[config.mk]
export PLATFORM = sky130hd
export DESIGN_NAME = div_sequencer
export DESIGN_NICKNAME = d
export VERILOG_FILES = /design/src/rtl/div_pkg.sv /design/src/rtl/div_step.sv /design/src/rtl/div_sequencer.sv
export SDC_FILE = /design/constraint.sdc
export NUM_CORES = 1
export LEC_CHECK = 0
export ABC_AREA = 1
export BUFFER_PORTS_ARGS = -buffer_cell sky130_fd_sc_hd__clkbuf_2
export CAP_MARGIN = 20
export CORE_MARGIN = 5
export CORE_UTILIZATION = 50
export DETAILED_ROUTE_END_ITERATION = 16
export GPL_ROUTABILITY_DRIVEN = 0
export PLACE_DENSITY_LB_ADDON = 0.15
export SYNTH_ARGS = -nofsm -noshare
export SYNTH_HDL_FRONTEND = slang
export SYNTH_SLANG_ARGS = --single-unit
export TNS_END_PERCENT = 30
[constraint.sdc]
create_clock -name clk -period 9.4 [get_ports clk]
set_clock_uncertainty 0.05 [all_clocks]
set_input_delay 0.94 -clock clk [delete_from_list [all_inputs] [get_ports clk]]
set_output_delay 0.94 -clock clk [all_outputs]
set_load 0.005 [all_outputs]
[src/rtl/div_pkg.sv]
// Shared types and constants for the E-stage iterative divider.
package div_pkg;

   typedef enum logic [1:0] {
      IDLE = 2'd0,
      CALC = 2'd1,
      DONE = 2'd2
   } div_state_t;

   localparam int          DIV_ITER   = 32;
   localparam logic [31:0] DIV_ZERO_Q = 32'hFFFF_FFFF;

   // Two's-complement magnitude; raw value when the operation is unsigned.
   function automatic logic [31:0] mag32(input logic [31:0] v, input logic sgn);
      return (sgn && v[31]) ? (~v + 32'd1) : v;
   endfunction

   function automatic logic [31:0] cond_neg(input logic [31:0] v, input logic neg);
      return neg ? (~v + 32'd1) : v;
   endfunction

endpackage

[src/rtl/div_step.sv]
// One restoring-division iteration: shift {rem, quo} left, trial-subtract the divisor.
module div_step
   import div_pkg::*;
#(
   parameter int WIDTH = 32
) (
   input  logic [2*WIDTH-1:0] rq,
   input  logic [WIDTH-1:0]   divisor,
   output logic [2*WIDTH-1:0] rq_next
);

   // The shifted remainder needs one extra bit when the divisor exceeds 2^(WIDTH-1).
   logic [WIDTH:0]   rem_sh;
   logic [WIDTH-1:0] diff;
   logic             take;

   assign rem_sh  = rq[2*WIDTH-1:WIDTH-1];
   assign take    = (rem_sh >= {1'b0, divisor});
   assign diff    = rem_sh[WIDTH-1:0] - divisor;
   assign rq_next = take ? {diff, rq[WIDTH-2:0], 1'b1}
                         : {rem_sh[WIDTH-1:0], rq[WIDTH-2:0], 1'b0};

endmodule

[src/rtl/div_sequencer.sv]
// Multi-cycle sequencer for the 32-step restoring divider feeding the HI/LO write path.
// Optional build macro: DIV_EARLY_OUT_EN (skip CALC when |b| > |a|).
module div_sequencer
   import div_pkg::*;
#(
   parameter int WIDTH  = 32,
   parameter int ITER_W = 6
) (
   input  logic             clk,
   input  logic             reset,
   input  logic             div_start,
   input  logic             div_signed,
   input  logic [WIDTH-1:0] div_a,
   input  logic [WIDTH-1:0] div_b,
   input  logic             flush,
   output logic             div_busy,
   output logic             div_complete,
   output logic [WIDTH-1:0] res_lo,
   output logic [WIDTH-1:0] res_hi
);

   div_state_t         state;
   logic [ITER_W-1:0]  cnt;
   logic [2*WIDTH-1:0] rq;
   logic [2*WIDTH-1:0] rq_next;
   logic [WIDTH-1:0]   b_mag;
   logic [WIDTH-1:0]   a_raw;
   logic               neg_q;
   logic               neg_r;

   logic [WIDTH-1:0]   a_mag_in;
   logic [WIDTH-1:0]   b_mag_in;
   logic [WIDTH-1:0]   q_fix;
   logic [WIDTH-1:0]   r_fix;
   logic               early_out;

   assign a_mag_in = mag32(div_a, div_signed);
   assign b_mag_in = mag32(div_b, div_signed);

`ifdef DIV_EARLY_OUT_EN
   assign early_out = (b_mag_in != '0) && (b_mag_in > a_mag_in);
`else
   assign early_out = 1'b0;
`endif

   div_step #(.WIDTH(WIDTH)) u_step (
      .rq      (rq),
      .divisor (b_mag),
      .rq_next (rq_next)
   );

   // Divide by zero bypasses sign correction and returns the original dividend in HI.
   assign q_fix = (b_mag == '0) ? DIV_ZERO_Q : cond_neg(rq_next[WIDTH-1:0], neg_q);
   assign r_fix = (b_mag == '0) ? a_raw      : cond_neg(rq_next[2*WIDTH-1:WIDTH], neg_r);

   assign div_busy     = (state == CALC);
   assign div_complete = (state == DONE) && !flush;

   // NOTE: state registers use non-blocking assignments so every flop samples pre-edge values.
   always_ff @(posedge clk) begin
      if (!reset) begin
         state  <= IDLE;
         cnt    <= '0;
         rq     <= '0;
         b_mag  <= '0;
         a_raw  <= '0;
         neg_q  <= 1'b0;
         neg_r  <= 1'b0;
         res_lo <= '0;
         res_hi <= '0;
      end else if (flush) begin
         state <= IDLE;
      end else begin
         case (state)
            IDLE: begin
               if (div_start) begin
                  a_raw <= div_a;
                  b_mag <= b_mag_in;
                  neg_q <= div_signed & (div_a[WIDTH-1] ^ div_b[WIDTH-1]);
                  neg_r <= div_signed & div_a[WIDTH-1];
                  cnt   <= '0;
                  if (early_out) begin
                     res_lo <= '0;
                     res_hi <= div_a;
                     state  <= DONE;
                  end else begin
                     rq    <= {{WIDTH{1'b0}}, a_mag_in};
                     state <= CALC;
                  end
               end
            end
            CALC: begin
               rq  <= rq_next;
               cnt <= cnt + 1'b1;
               if (cnt == ITER_W'(DIV_ITER - 1)) begin
                  res_lo <= q_fix;
                  res_hi <= r_fix;
                  state  <= DONE;
               end
            end
            DONE:    state <= IDLE;
            default: state <= IDLE;
         endcase
      end
   end

endmodule

Yosys cells after proc, flatten, opt, wreduce, memory -nomap -nowiden

Cells that the tools add are included.

Bitwise logic cells: 9
Order comparisons: 1
Muxes and demuxes: 14
Div/mod/pow operators: 0
$add $sub $neg: 6
Equal/unequal tests: 5
Shift operators: 0
Reduce and logical (&&, ||, !) cells: 12
Multipliers: 0

Operator list:

| operator              | count |
|---|---|
| $mux 32               | 6 |
| $add 32x1->32 const B | 4 |
| $mux 64               | 2 |
| $not 32->32           | 4 |
| $pmux 64 s2           | 1 |
| $ge 33x32->1          | 1 |
| $logic_not 32->1      | 1 |
| $sub 32x32->32        | 1 |
| $pmux 6 s2            | 1 |
| $reduce_and 3->1      | 3 |
| $add 6x1->6 const B   | 1 |
| $eq 6x5->1 const B    | 1 |
| $mux 6                | 1 |
| $mux 2                | 2 |
| $pmux 2 s2            | 1 |
| $logic_and 1x1->1     | 3 |
| $and 1x1->1           | 2 |
| $eq 2x1->1 const B    | 1 |
| $eq 2x2->1 const B    | 1 |
| $logic_not 2->1       | 1 |
| $ne 2x1->1 const B    | 1 |
| $ne 2x2->1 const B    | 1 |
| $not 1->1             | 2 |
| $reduce_and 2->1      | 1 |
| other kinds (4)       | 4 |

Output and inout bits: 66
Memory bits (writable): 0
Bits in latches: 0
Memories kept: 0
Bits in read-only memories: 0
Logic and storage cells: 56
Flip-flop bits (word level): 202

Longest topological paths before layout

Gate-level depths: netlist (run 1).

Depth after elaboration: 6
Depth in mapped cells: 30
Mapped depth without buffers: 28

Cells and area by module

From an unflattened synthesis (run 1), not the netlist that was laid out.

Cells, all modules: 2480
Area, all modules: 14660.3 µm²

By module, submodules not included:

| module        | cells each | area an instance (µm²) | times used |
|---|---|---|---|
| div_sequencer | 1801       | 11259.5                | 1 |
| div_step      | 679        | 3400.8                 | 1 |

Worst setup path before layout (run 1)

OpenSTA, ideal clock, no wires.

Path type: reg2reg
Start point: register b_mag[8]
End point: register res_lo[26]
Buffers on the path: 1
Period minus slack after synthesis: 3.752 ns
Stages on the path, launching flop included: 27
Arrival: 3.632 ns
Required time: 9.280 ns
Setup time: 0.070 ns
Slack: 5.648 ns
Path through: dfxtp_1 -> inv_1 -> ha_1 -> nand2_2 -> inv_1 -> a21oi_2 -> nand3_2 -> nand2_2 -> nand2_2 -> nand2_2 -> nand2_4 -> inv_2 -> buf_2 -> ha_1 -> inv_1 -> nor3_1 -> inv_1 -> nor3_2 -> nand4_1 -> nor3_2 -> nand3_1 -> nor2_1 -> nand4_1 -> o21ai_2 -> o21ai_0 -> or2_0 -> a21oi_1

Word-level cells in the longest chain between the ends: 6
Elaborated cells between the ends (all ways): 7
Classes of those cells: add/sub (1); order compare (1); mux (3); bitwise (1); reduce/logical (1)

Ends and longest elaborated chain:

| element                | RTL line            | source |
|---|---|---|
| start, declared        | div_sequencer.sv:26 | `logic [WIDTH-1:0] b_mag;` |
| start signal, assigned | div_sequencer.sv:78 | `b_mag <= b_mag_in;` |
| $ge 33x32->1           | div_step.sv:18      | `assign take = (rem_sh >= {1'b0, divisor});` |
| $mux 64                | div_step.sv:20      | `assign rq_next = take ? {diff, rq[WIDTH-2:0], 1'b1}` |
| $not 32->32            | div_pkg.sv:19       | `return neg ? (~v + 32'd1) : v;` |
| $add 32x1->32          | div_pkg.sv:19       |  |
| $mux 32                | div_pkg.sv:19       |  |
| $mux 32 (*)            | div_sequencer.sv:53 | `assign q_fix = (b_mag == '0) ? DIV_ZERO_Q : cond_neg(rq_next[WIDTH-1:0], neg_q);` |
| end signal, assigned   | div_sequencer.sv:96 | `res_lo <= q_fix;` |
| end, declared          | div_sequencer.sv:18 | `output logic [WIDTH-1:0] res_lo,` |

Every way passes the cells marked *; elsewhere a longest branch is shown, timed or not.
A chain may end at the register's enable or synchronous reset.

Worst setup path after layout (run 1)

Start point: register rq[39]
End point: register res_lo[26]

Word-level cells in the longest chain between the ends: 6

Ends and longest elaborated chain:

| element                | RTL line            | source |
|---|---|---|
| start, declared        | div_sequencer.sv:24 | `logic [2*WIDTH-1:0] rq;` |
| start signal, assigned | div_sequencer.sv:87 | `rq <= {{WIDTH{1'b0}}, a_mag_in};` |
| start signal, assigned | div_sequencer.sv:93 | `rq <= rq_next;` |
| $ge 33x32->1           | div_step.sv:18      |  |
| $mux 64                | div_step.sv:20      |  |
| $not 32->32            | div_pkg.sv:19       |  |
| $add 32x1->32          | div_pkg.sv:19       |  |
| $mux 32                | div_pkg.sv:19       |  |
| $mux 32                | div_sequencer.sv:53 |  |

No other way between the ends.

==> flow_summary.toml, run 1 <==
[setup_path]
cp-start-kind = "flip-flop"
path_cells = "ha_1, nand2_2, inv_1, a21oi_2, nand3_2, nand2_2, nand2_2, nand2_2, nand2_4, inv_2, ha_1, inv_1, nor3_1, inv_1, nor3_2, nand4_1, nor3_2, nand3_1, nor2_1, nand4_1, o21ai_2, o21ai_0, or2_0, a21oi_1"
crit-reg2reg-launch = "rq[39]"
critical_path_class = "flip-flop to flip-flop"
slowest_delay_ns = 0.43
cp_common_cell = "nand2_2"
crit_required_ns = 9.81
worstPathMaxFanout = 42
cp-end-kind = "flip-flop"
cp_data_arrival_time_ns = 5.74
critPathTopFamily = "simple AND/OR/NAND/NOR gates"
cp.buffers_inverters = 4
r2r_slack_ns = 4.07
crit_path_top_delay_cell = "nand2_4"
critPathLaunch = "rq[39]"

[global_routing]
grt_max_degree = 94
overflow = 0
grt_pass1_wl_mm = 72.27
antenna_found_initial = 0
grt_pass1_vias = 13650
track_usage_pct = 28.66

[yosys]
synth_fp_nets = 2296
yosysUniqueCellTypes = 54
avgSynthCellArea_um2 = 6.277
syn_inst = 2189
synth_area_um2 = 13740
synth-async-reset-ratio_pct = 0
synth_edf_count = 0
ys.flop_type = "dfxtp_1"
synth.top_cell.area_share_pct = 29.43
yosysWarnings = 0
ys_seq_area_share_pct = 29.43
synth_top_area_cell = "dfxtp_1"
ys_ff_latch = 202
yosys-top-cells-area = "dfxtp_1 (29%), nand2_1 (16%), inv_1 (7.2%)"

[timing]
setup_viol = 0
final_hold_viol_count = 0
tns_ns = 0
fin_crit_ns = 5.326
worst_slack_ns = 4.074
fmax_ghz = 0.1878
maxSlewViolCount = 0
tightestPinTransition_ns = 1.131
grt_setup_unrepaired = "false"
relSlewSlack_pct = 24.39
period_share_pct = 56.66

[power_and_ir_drop]
p_per_area_nw_per_um2 = 157.2
p_int_w = 0.001638
clock_power_share_pct = 40.4
leakage_nw = 7.535
combPwrFrac_pct = 22.0
vdd.ir_drop.worst_mv = 0.1214
switching_share_pct = 32.42
seqPwrFrac_pct = 37.5
switchingPower_w = 0.0007856

[cells_and_area]
antenna_cells = 0
drive_gt1_share_pct = 13.63
syn_to_final_growth_pct = 12.22
multi_input_area_um2 = 8270
design_area_um2 = 15420
fillerInstances = 2792
postLayoutCoreUtil_pct = 57.05
seq_area_um2 = 4044
nNetsFinal = 2386
stdcell_count = 2637

[place]
dpl_cell_area_um2 = 14590
place_inst = 2593
portBuffers = 134
place_hpwl_mm = 34.72
pre_cts_slack_ns = 4.243

[cts]
clk_pin_slew_ns = 0.07
cts_buffer_depth = 3
numCtsBuffers = 25
hold_buffers = 0
clockRootBuffer = "clkbuf_16"
cts-htree-levels = 1
cts_tree = "yes"
clkLatencyLatePin_ns = 0.54
clock_sinks = 202
cts_resized = 0
post_cts_buffers = 0

[detailed_routing]
wl_per_cell_um = 17.40
via_per_inst = 5.662
totalWireLength_mm = 45.88
ant_nets = 0
firstDrtPassIters = 6
drc = 0
vias = 14930
dr.first_iter.drc_count = 1441

[hold_path]
hp-class = "flip-flop to flip-flop"
hold_start = "res_hi[27]"

[die]
die_height_um = 175.8
start_util_pct = 50.84
core_area_um2 = 27030
dieWidth_um = 175.8
dieArea_um2 = 30890
ioPinCount = 135
num_rows = 60

[job]
drv_cap = 0

[outcome]
status = "completed"
## registers in the layout, indices dropped and copies added, names as in the netlist
signal and count:
state 2, res_hi 32, b_mag 32, cnt 6, rq 64, a_raw 32, neg_r 1, neg_q 1
res_lo 32
## cells in the final DEF, fill, tap and decap left out, types with 32 or more instances in the layout
master and n:
o21ai_0 188, nor2_1 195, clkbuf_2 134, xor2_1 42, inv_1 263, nand2_1 570
dfxtp_1 202, a21oi_1 146, nor3_1 32, nand3_1 121, ha_1 37
## kinds of logic after synthesis
family	share of synthesized area [%]
AND/OR/NAND/NOR	33.95
buffers and inverters	10.50
XOR/XNOR	3.251
flip-flops	29.43
AO/OA/AOI/OAI	19.35
adder cells (fa/ha/maj)	3.515
## cell type report
cell class | count | area share, %
Clock buffer | 34 | 4.666
Multi-Input combinational cell | 1621 | 53.64
Inverter | 280 | 6.817
Sequential cell | 202 | 26.23
Clock inverter | 10 | 0.7222
Timing Repair Buffer | 149 | 5.161
Tap cell | 341 | 2.767
## final timing paths
path | end | depth (start not counted)
max reg2reg | res_lo[26] | 24
max | res_lo[26] | 24
min | res_hi[27] | 2
min reg2reg | res_hi[27] | 2
## per-stage QoR
step                power, W  hold slack (ns)
floorplan           0.001292           0.3911
global placement    0.001439           0.3988
detailed placement  0.001445           0.4041
CTS                 0.002417           0.4129
global route        0.002525           0.4376
finish              0.002423           0.4131
## power groups by stage
stage | Sequential [W] | Clock (W) | Combinational, W
2_1_floorplan | 0.000920 | 0 | 0.000373
3_3_place_gp | 0.000927 | 0 | 0.000513
3_5_place_dp | 0.000927 | 0 | 0.000518
4_1_cts | 0.000909 | 0.000987 | 0.000521
5_1_grt | 0.000913 | 0.00102 | 0.000591
6_report | 0.000910 | 0.000980 | 0.000534
## tightest hold or removal path, cell delays in order, from the launching register on
cell,delay (ns)
dfxtp_1,0.31
nand2_1,0.06
a21oi_1,0.05
## layer usage
metal / vias to the layer above / part of all wire (%) / GRT usage, %
li1: 7352 / - / -
met1: 6782 / 46 / 41.75
met2: 699 / 42 / 43.60
met3: 97 / 8.9 / 4.283
met4: 0 / 3.2 / 9.194
met5: - / 0 / 0
## Yosys cell counts (3+ instances only)
library cell,instances
nand2_1,570
inv_1,264
dfxtp_1,202
nor2_1,198
o21ai_0,188
a21oi_1,146
nand3_1,121
clkbuf_1,64
xor2_1,42
ha_1,37
nor3_1,32
nand2_2,30
a31oi_1,29
nor2_2,25
o22ai_1,23
nand4_1,22
o211ai_1,19
nor4_1,15
inv_2,14
o221ai_1,14
nand3_2,13
a21oi_2,10
o21bai_1,9
or2_2,9
xnor2_1,9
nand3b_1,8
buf_1,7
buf_2,7
o21ai_1,7
buf_6,6
nor2_4,6
a32o_1,5
o21a_1,4
o21ai_2,4
a211oi_1,3
nor3_2,3
nor3b_1,3
Note: power is estimated with default switching activity, not from simulation.
==> run 2: changes to the inputs <==
Clock period 9.4 ns to 5 ns, I/O delays scaled along.
==> run 2 against run 1 <==
  * Sequential cell count unchanged
  * Highest routed layer is now met5
  * Maximum frequency increased by 25%
  * First-iteration DRC count increased by 7.4%
  * Critical path depth unchanged
  * Worst hold slack got worse by 0.20 ns
  * Die area unchanged
  * Utilization increased by 0.24 points
  * Register-to-register slack got worse by 3.3 ns
  * Global-route usage decreased by 0.23 points
  * Combinational power increased by 86%
==> flow_summary.toml, run 2 (synthesis results as in run 1) <==
[place]
portBuffers = 134
place_hpwl_mm = 34.48

[power_and_ir_drop]
power_w = 0.004640
leakage_nw = 7.562
vdd.ir_drop.worst_mv = 0.2487
p_per_area_nw_per_um2 = 299.7

[detailed_routing]
vias = 14880
totalWireLength_mm = 45.43
wl_per_cell_um = 17.21
drc = 0
via_per_inst = 5.637
ant_nets = 0
dr.first_iter.drc_count = 1548
firstDrtPassIters = 6

[cells_and_area]
multi_input_area_um2 = 8270
antenna_cells = 0
syn_to_final_growth_pct = 12.69
fillerInstances = 2651
top_register = "rq"
final_cell_mix = "nand2_1 (570), inv_1 (263), dfxtp_1 (202), nor2_1 (195), o21ai_0 (188)"
drive_gt1_share_pct = 13.83
largest_register_ff_count = 64
nNetsFinal = 2388
seq_area_um2 = 4044
layout_commonest_cell = "nand2_1"

[timing]
tns_ns = 0
fmax_ghz = 0.2346
maxSlewViolCount = 0
relSlewSlack_pct = 31.15
tightestPinTransition_ns = 1.029
fin_crit_ns = 4.263
setup_viol = 0
grt_setup_unrepaired = "false"
period_share_pct = 85.25
final_hold_viol_count = 0

[cts]
post_cts_buffers = 0
clock_sinks = 202
clockRootBuffer = "clkbuf_16"
cts-htree-levels = 1
clkLatencyLatePin_ns = 0.52
clk_pin_slew_ns = 0.07
numCtsBuffers = 24
cts_buffer_depth = 3
hold_buffers = 0
cts_resized = 0
cts_tree = "yes"

[outcome]
status = "completed"

[global_routing]
antenna_found_initial = 1
grt_pass1_wl_mm = 72.44
grt_max_degree = 103
overflow = 0
track_usage_pct = 28.43
grt_pass1_vias = 13700

[setup_path]
worstPathMaxFanout = 5
cp-start-kind = "flip-flop"
critical_path_class = "flip-flop to flip-flop"
crit_required_ns = 5.40
cp_data_arrival_time_ns = 4.66
cp-end-kind = "flip-flop"

[job]
drv_cap = 0

[die]
core_area_um2 = 27030
die_height_um = 175.8
ioPinCount = 135
dieWidth_um = 175.8
num_rows = 60
dieArea_um2 = 30890
start_util_pct = 50.84

[hold_path]
hp-class = "input pin to flip-flop"
-- run 2: cell types whose count changed in the layout (fill, tap and decap cells not counted), sizes merged --
cell / change
clkbuf: -3
buf: +3
clkinvlp: +1
bufinv: +2
-- run 2: path summary, 6_finish.rpt --
check	start	to	slack [ns]	depth (start not counted)
hold / removal	div_a[30]	a_raw[30]	0.21	3
setup reg to reg	rq[46]	res_lo[26]	0.74	24
setup / recovery	rq[46]	res_lo[26]	0.74	24
hold reg to reg	res_hi[11]	res_hi[11]	0.42	2
-- run 2: routing by layer --
layer	GRT usage (%)	vias to the layer above	part of all wire (%)	wire, um
met5	0	-	0.029	13
met4	6.595	2	2.3	1036
met3	3.917	69	8.0	3650
met2	44.22	634	44	19840
met1	41.82	6817	46	20890
li1	-	7360	-	-
-- run 2: power breakdown --
part | switching, W | internal (W)
clock network | 0.000739 | 0.00120
logic | 0.000685 | 0.000308
registers | 0.0000464 | 0.00167
-- run 2: critical path, stage by stage, from the launching register on --
cell and delay [ns]:
dfxtp_1 0.46, ha_1 0.35, nand2_1 0.15, inv_1 0.06, a21oi_1 0.26, nand2_1 0.12
inv_1 0.10, nand2_2 0.07, nand2_2 0.08, nand2_4 0.06, inv_2 0.09, ha_1 0.16
inv_1 0.06, nor3_1 0.18, inv_1 0.10, nor3_2 0.20, nand4_1 0.19, nor3_2 0.19
nand3_1 0.18, nor2_1 0.16, nand4_1 0.20, o21ai_2 0.23, o21ai_0 0.13, or2_0 0.23
a21oi_1 0.14
-- run 2: final cells by class --
| type | instances | area share, % |
|---|---|---|
| clock inverters | 13 | 1.204 |
| repair buffers | 152 | 5.204 |
| clock buffers | 31 | 4.509 |
| well taps | 341 | 2.756 |
| flip-flops and latches | 202 | 26.12 |
| inverters | 280 | 6.788 |
| multi-input cells | 1621 | 53.42 |
-- run 2: metrics by stage --
| step | setup slack, ns | utilization (%) | hold WS [ns] | cell area [um^2] | cells |
|---|---|---|---|---|---|
| detailed placement | 0.8880 | 54.01 | 0.4070 | 14600 | 2596 |
| global route | 0.3871 | 57.29 | 0.2246 | 15480 | 2640 |
| finish | 0.7373 | 57.29 | 0.2116 | 15480 | 2640 |
| global placement | 0.8950 | 54.01 | 0.4002 | 14600 | 2596 |
| floorplan | 1.248 | - | 0.3911 | 13740 | 2189 |
| CTS | 0.8218 | 57.29 | 0.1999 | 15480 | 2640 |
